--- src/rtl/b_redirect_merge_if.sv ---
// Request bundle between NUM_CH producers, the merge and its two destinations.
// slave modport is the merge side, master modport is the producer/consumer side.
interface b_redirect_merge_if #(
    parameter int NUM_CH = 2,
    parameter int DATA_W = 33
);
    logic [NUM_CH-1:0]        i_drive;
    logic [NUM_CH*DATA_W-1:0] i_data;
    logic [NUM_CH-1:0]        o_free;
    logic                     o_drive0;
    logic [DATA_W-1:0]        o_data0;
    logic                     i_freeNext0;
    logic                     o_drive1;
    logic [DATA_W-1:0]        o_data1;
    logic                     i_freeNext1;
    logic [NUM_CH-1:0]        o_grant;

    modport slave (
        input  i_drive, i_data, i_freeNext0, i_freeNext1,
        output o_free, o_drive0, o_data0, o_drive1, o_data1, o_grant
    );

    modport master (
        output i_drive, i_data, i_freeNext0, i_freeNext1,
        input  o_free, o_drive0, o_data0, o_drive1, o_data1, o_grant
    );
endinterface

--- src/rtl/b_redirect_merge.sv ---
// Purpose: N-channel buffered merge of redirect requests, routed to table-update (data==0) or correction (data!=0).
// Latency: 1 cycle from input accept edge to o_driveD; arbitration fixed-priority, or round-robin with B_REDIRECT_RR_EN.
// Backpressure: o_free drops when a channel FIFO is full; a stalled destination only stalls heads routed to it.
module b_redirect_merge #(
    parameter int NUM_CH = 2,
    parameter int DATA_W = 33,
    parameter int DEPTH  = 2
) (
    input  logic               clk,
    input  logic               rst,
    b_redirect_merge_if.slave  bus
);
    localparam int PTR_W = (DEPTH > 1) ? $clog2(DEPTH) : 1;
    localparam int CNT_W = $clog2(DEPTH + 1);
    localparam int CH_W  = $clog2(NUM_CH);

    logic [DATA_W-1:0] mem   [NUM_CH][DEPTH];
    logic [PTR_W-1:0]  wptr  [NUM_CH];
    logic [PTR_W-1:0]  rptr  [NUM_CH];
    logic [CNT_W-1:0]  count [NUM_CH];
    logic [DATA_W-1:0] head  [NUM_CH];

    logic [NUM_CH-1:0] free, push, elig, grant;
    logic              vld0, vld1;
    logic [DATA_W-1:0] dat0, dat1;
    logic              load0_ok, load1_ok;
    logic              gnt_any, gnt_dest;
    logic [CH_W-1:0]   gnt_idx;
    logic [DATA_W-1:0] gnt_dat;

    function automatic logic [PTR_W-1:0] inc_ptr(input logic [PTR_W-1:0] p);
        return (p == PTR_W'(DEPTH - 1)) ? '0 : p + 1'b1;
    endfunction

    // A destination register accepts a new entry when empty or draining this same edge.
    always_comb begin
        load0_ok = !vld0 || bus.i_freeNext0;
        load1_ok = !vld1 || bus.i_freeNext1;
        for (int c = 0; c < NUM_CH; c++) begin
            head[c] = mem[c][rptr[c]];
            free[c] = rst && (count[c] < CNT_W'(DEPTH));
            push[c] = bus.i_drive[c] && free[c];
            elig[c] = (count[c] != '0) && ((head[c] == '0) ? load0_ok : load1_ok);
        end
    end

`ifdef B_REDIRECT_RR_EN
    logic [CH_W-1:0] rr_ptr;

    always_comb begin
        int idx;
        idx     = 0;
        gnt_any = 1'b0;
        gnt_idx = '0;
        for (int i = 0; i < NUM_CH; i++) begin
            idx = int'(rr_ptr) + i;
            if (idx >= NUM_CH) idx = idx - NUM_CH;
            if (!gnt_any && elig[idx]) begin
                gnt_any = 1'b1;
                gnt_idx = CH_W'(idx);
            end
        end
    end

    always_ff @(posedge clk or negedge rst) begin
        if (!rst) begin
            rr_ptr <= '0;
        end else if (gnt_any) begin
            rr_ptr <= (gnt_idx == CH_W'(NUM_CH - 1)) ? '0 : gnt_idx + 1'b1;
        end
    end
`else
    always_comb begin
        gnt_any = 1'b0;
        gnt_idx = '0;
        for (int i = 0; i < NUM_CH; i++) begin
            if (!gnt_any && elig[i]) begin
                gnt_any = 1'b1;
                gnt_idx = CH_W'(i);
            end
        end
    end
`endif

    always_comb begin
        grant          = '0;
        grant[gnt_idx] = gnt_any;
        gnt_dat        = head[gnt_idx];
        gnt_dest       = |gnt_dat;
    end

    // Storage is not reset: only pointers and counts define what is valid.
    always_ff @(posedge clk) begin
        for (int c = 0; c < NUM_CH; c++) begin
            if (push[c]) mem[c][wptr[c]] <= bus.i_data[c*DATA_W +: DATA_W];
        end
    end

    always_ff @(posedge clk or negedge rst) begin
        if (!rst) begin
            for (int c = 0; c < NUM_CH; c++) begin
                wptr[c]  <= '0;
                rptr[c]  <= '0;
                count[c] <= '0;
            end
            vld0 <= 1'b0;
            vld1 <= 1'b0;
            dat0 <= '0;
            dat1 <= '0;
        end else begin
            for (int c = 0; c < NUM_CH; c++) begin
                if (push[c])  wptr[c] <= inc_ptr(wptr[c]);
                if (grant[c]) rptr[c] <= inc_ptr(rptr[c]);
                if (push[c] && !grant[c])      count[c] <= count[c] + 1'b1;
                else if (!push[c] && grant[c]) count[c] <= count[c] - 1'b1;
            end
            if (gnt_any && !gnt_dest) begin
                vld0 <= 1'b1;
                dat0 <= gnt_dat;
            end else if (bus.i_freeNext0) begin
                vld0 <= 1'b0;
            end
            if (gnt_any && gnt_dest) begin
                vld1 <= 1'b1;
                dat1 <= gnt_dat;
            end else if (bus.i_freeNext1) begin
                vld1 <= 1'b0;
            end
        end
    end

    assign bus.o_free   = free;
    assign bus.o_grant  = grant;
    assign bus.o_drive0 = vld0;
    assign bus.o_data0  = dat0;
    assign bus.o_drive1 = vld1;
    assign bus.o_data1  = dat1;
endmodule

--- src/flat_wrapper.sv ---
// flat-port wrapper written by rule: the top's interface ports become plain ports
module b_redirect_merge_flat 
#(
    parameter int NUM_CH = 2,
    parameter int DATA_W = 33,
    parameter int DEPTH  = 2
)
  (clk, rst, bus_i_drive, bus_i_data, bus_i_freeNext0, bus_i_freeNext1, bus_o_free, bus_o_drive0, bus_o_data0, bus_o_drive1, bus_o_data1, bus_o_grant);
  b_redirect_merge_if #(.NUM_CH(NUM_CH), .DATA_W(DATA_W)) bus_i ();
  input  logic clk;
  input  logic rst;
  input wire logic [$bits(bus_i.i_drive)-1:0] bus_i_drive;
  input wire logic [$bits(bus_i.i_data)-1:0] bus_i_data;
  input wire logic [$bits(bus_i.i_freeNext0)-1:0] bus_i_freeNext0;
  input wire logic [$bits(bus_i.i_freeNext1)-1:0] bus_i_freeNext1;
  output wire logic [$bits(bus_i.o_free)-1:0] bus_o_free;
  output wire logic [$bits(bus_i.o_drive0)-1:0] bus_o_drive0;
  output wire logic [$bits(bus_i.o_data0)-1:0] bus_o_data0;
  output wire logic [$bits(bus_i.o_drive1)-1:0] bus_o_drive1;
  output wire logic [$bits(bus_i.o_data1)-1:0] bus_o_data1;
  output wire logic [$bits(bus_i.o_grant)-1:0] bus_o_grant;
  assign bus_i.i_drive = bus_i_drive;
  assign bus_i.i_data = bus_i_data;
  assign bus_i.i_freeNext0 = bus_i_freeNext0;
  assign bus_i.i_freeNext1 = bus_i_freeNext1;
  assign bus_o_free = bus_i.o_free;
  assign bus_o_drive0 = bus_i.o_drive0;
  assign bus_o_data0 = bus_i.o_data0;
  assign bus_o_drive1 = bus_i.o_drive1;
  assign bus_o_data1 = bus_i.o_data1;
  assign bus_o_grant = bus_i.o_grant;
  b_redirect_merge #(.NUM_CH(NUM_CH), .DATA_W(DATA_W), .DEPTH(DEPTH)) u_core (.clk(clk), .rst(rst), .bus(bus_i));
endmodule
--- config.mk ---
export PLATFORM = sky130hd
export DESIGN_NAME = b_redirect_merge_flat
export DESIGN_NICKNAME = d
export VERILOG_FILES = /design/src/rtl/b_redirect_merge_if.sv /design/src/rtl/b_redirect_merge.sv /design/src/flat_wrapper.sv
export SDC_FILE = /design/constraint.sdc
export NUM_CORES = 1
export LEC_CHECK = 0
export ABC_AREA = 1
export CAP_MARGIN = 20
export CORE_ASPECT_RATIO = 1.2
export CORE_MARGIN = 2
export CORE_UTILIZATION = 42
export DETAILED_ROUTE_END_ITERATION = 6
export PLACE_DENSITY = 0.65
export SLEW_MARGIN = 20
export SYNTH_ARGS = -nofsm -noshare
export SYNTH_HDL_FRONTEND = slang
export SYNTH_SLANG_ARGS = --single-unit
--- constraint.sdc ---
create_clock -name clk -period 3.4 [get_ports clk]
set_input_delay 0.51 -clock clk [delete_from_list [all_inputs] [get_ports clk]]
set_output_delay 0.51 -clock clk [all_outputs]
set_load 0.02 [all_outputs]
==> key figures <==
Clock network
  – Worst-path clk slew: 60 ps
  – H-tree levels: 1
  – Clock latency on the worst-skew pair: 490 ps
  – Clock sinks: 208
  – Setup Fix Bufs, Post-CTS: 0
  – Root Driver: clkbuf_16
  – CTS tree: done
  – Total CTS buffers: 21
  – Clock tree buffer depth: 3

Layout
  – Nets: 1112
  – Synth-to-Final Area Change: 28.4%
  – Diodes inserted: 0
  – Layout cell share with drive strength beyond 1: 7.70%

Route
  – Avg WL per Cell: 15.2 um
  – DRC: 0
  – Post-route antenna net violation count: 0
  – Starting DRC count in detailed routing: 438
  – DR pass1 iterations: 5
  – Via density: 4.67
  – Final WL: 20000 um
  – Via count: 6148

Critical path
  – CP arrival: 2710 ps
  – Worst Path Buf+Inv: 5
  – Most frequent CP cell: nand2_1
  – CP delay by family, top: buffers and inverters
  – CP Max Fanout: 26
  – CP Launch Type: register
  – Worst EP required: 2890 ps
  – Worst path depth: 12
  – Slowest Stage Delay on Critical Path: 400 ps
  – Worst setup EP type: primary output
  – Reg2reg path depth: 20
  – CP max-delay cell: dfrtp_1
  – Setup CP Type: reg -> out
  – CP Cell Sequence: buf_4 -> buf_4 -> nand2_1 -> nand2_1 -> nor2_1 -> nand2_1 -> nor2_2 -> nand4_1 -> nand3_4 -> buf_6 -> inv_1 -> dlygate4sd2_1

Global route
  – Initial antenna violation count: 0
  – GRT Total Usage: 18.4%
  – First-pass GRT wire length: 31300 um
  – Grt ovf: 0
  – Pin count of the biggest net entering global routing: 77
  – Vias in the first global route: 5910

Timing
  – FMAX: 311 MHz
  – RSZ-0062 raised after global routing: yes
  – Hold Worst Slack: 252 ps
  – Min Tclk post-route: 3220 ps
  – Tightest Pin Transition: 966 ps
  – Setup ws final: 183 ps
  – Final hold violations: 0
  – Final Cycle Share: 94.6%
  – Clock skew: 12.5 ps
  – Worst slew margin: 35.6%
  – Setup Total Neg Slack: 0 ps
  – Fin. max-slew vios: 0
  – Setup violators final: 0

Synth
  – Warnings from Yosys: 0
  – Ys flop type: edfxtp_1
  – Top-count cell post-synth: nand2_1
  – Synth unique cells: 27
  – Synth Register Bits: 208
  – Post-synth top area cell: edfxtp_1
  – Syn_area_per_cell: 9.94 um2
  – Sequential element share of the synthesized area: 67.0%
  – EDFF count, synth: 132
  – Cell area after synthesis: 0.00875 mm2
  – Post-synth top area share: 45.3%
  – Async S/R FF share, synth: 36.5%
  – Top post-synthesis cells by area: edfxtp_1 (45%), dfrtp_1 (22%), nand2_1 (14%), inv_1 (4.5%), nor2_1 (3.7%)
  – Cells after Synth: 880
  – Syn_nets: 954
  – Post-synth top cells: nand2_1 (327), edfxtp_1 (132), inv_1 (104)

Power
  – Clock share of power: 23.9%
  – P_sw: 0.00337 W
  – Static leakage: 5.07 nW
  – Max IR drop VDD: 0.000533 V
  – Cell Int Power: 0.00576 W
  – Pwr/cell area: 812 mW/mm2
  – Sw Ratio: 36.9%
  – Share of power burned in registers: 36.6%
  – Tot Pwr: 0.00913 W
  – Comb pwr share: 39.6%

Placed design
  – DP Worst Slack: 136 ps
  – Routability cong.: 0.899
  – Hpwl dp: 14800 um
  – IO buf count: 143

Run
  – Max Cap Viol: 0

Floorplanning
  – Row count: 57
  – Die Y: 162 um
  – I/O Pins: 144
  – Die area: 0.0220 mm2
  – Core area: 0.0203 mm2
  – Initial Util: 43.1%
  – Chip width: 136 um

Min path
  – Min-delay worst type: in -> async

Status
  – Status: finished, final reports clean
power groups by stage:
stage               Sequential (W)  Clock (W)  Combinational (W)
finish                     0.00334    0.00218            0.00361
CTS                        0.00335    0.00222            0.00359
detailed placement         0.00339          0            0.00359
global route               0.00338    0.00234            0.00401
floorplan                  0.00359          0            0.00202
global placement           0.00338          0            0.00355
metal layers:
layer | track usage, % | up-vias | share of wire (%)
met4 | 6.63 | 0 | 3.2
met1 | 24.3 | 2814 | 42
met3 | 3.06 | 44 | 6.4
met2 | 30.6 | 211 | 48
li1 | - | 3079 | -
met5 | 0 | - | 0
state kept, by name (all words and copies together), names as in the netlist:
name and flops:
u_core.bus.o_data0 33, u_core.bus.o_drive0 1, u_core.count 4, u_core.rptr 2, u_core.bus.o_drive1 1, u_core.mem 132
u_core.wptr 2, u_core.bus.o_data1 33
cell type report:
type | instances | area, um2
Clock buffer | 35 | 648
Clock inverter | 2 | 10.0
Fill cell | 1799 | 9090
Inverter | 108 | 405
Multi-Input combinational cell | 530 | 2290
Sequential cell | 208 | 5870
Tap cell | 265 | 332
Timing Repair Buffer | 169 | 1690
cells in the final DEF (no fill, tap or decap), types with 3 or more instances in the layout:
master           synthesis  final
nor2_1                  86     78
xnor2_1                  3      3
nand2_1                327    327
inv_1                  104    104
buf_4                    3     19
o21ai_0                 15     10
clkbuf_8                 0      7
clkdlybuf4s50_1          0    140
xor2_1                   5      5
dfrtp_1                 76     76
buf_12                   0      4
clkbuf_16                0     21
edfxtp_1               132    132
buf_6                    8      4
nand4_1                  3      3
nor2_2                   2     10
nand3_1                 57     57
nand3b_1                 9      9
clkbuf_1                 6      7
o21ai_1                  9     13
inv_2                    4      4
what timing repair did:
action / CTS / global route
gates resized for setup: 6 / 14
setup endpoints to repair: 2 / 70
hold buffers: 0 / 0
pin swaps: 0 / 0
hold endpoints to repair: 0 / 0
worst reg2reg max path: cells and delay by family, from the launching register on:
family,cells,cell delay (ps)
buffers and inverters,4,820
DFF,1,400
and+or+nand+nor,16,1810
final timing paths:
| kind | start | endpoint | slack [ps] |
|---|---|---|---|
| min in group clk | u_core.bus.o_data1[1] | u_core.bus.o_data1[1] | 470 |
| setup / recovery | u_core.rptr[1] | bus_o_grant[0] | 180 |
| setup reg to reg | u_core.rptr[1] | u_core.bus.o_data0[5] | 250 |
| max in group asynchronous | rst | u_core.wptr[1] | 2510 |
| hold / removal | rst | u_core.bus.o_data0[25] | 250 |
| hold reg to reg | u_core.bus.o_data1[1] | u_core.bus.o_data1[1] | 470 |
metrics by stage:
stage | area, um2 | util, % | std cells
detailed placement | 10600 | 51.9 | 1280
finish | 11200 | 55.3 | 1317
floorplan | 8750 | - | 880
CTS | 11200 | 55.1 | 1317
global placement | 10600 | 51.9 | 1280
global route | 11200 | 55.3 | 1317
logic make-up after synthesis:
| group | Yosys count | share of synthesized area, % |
|---|---|---|
| XOR/XNOR | 8 | 0.801 |
| flip-flops | 208 | 67.0 |
| AO/OA/AOI/OAI | 27 | 1.56 |
| adder cells (fa/ha/maj) | 2 | 0.286 |
| AND/OR/NAND/NOR | 493 | 23.2 |
| buffers and inverters | 142 | 7.15 |
Power figures use the tool's default switching activity.
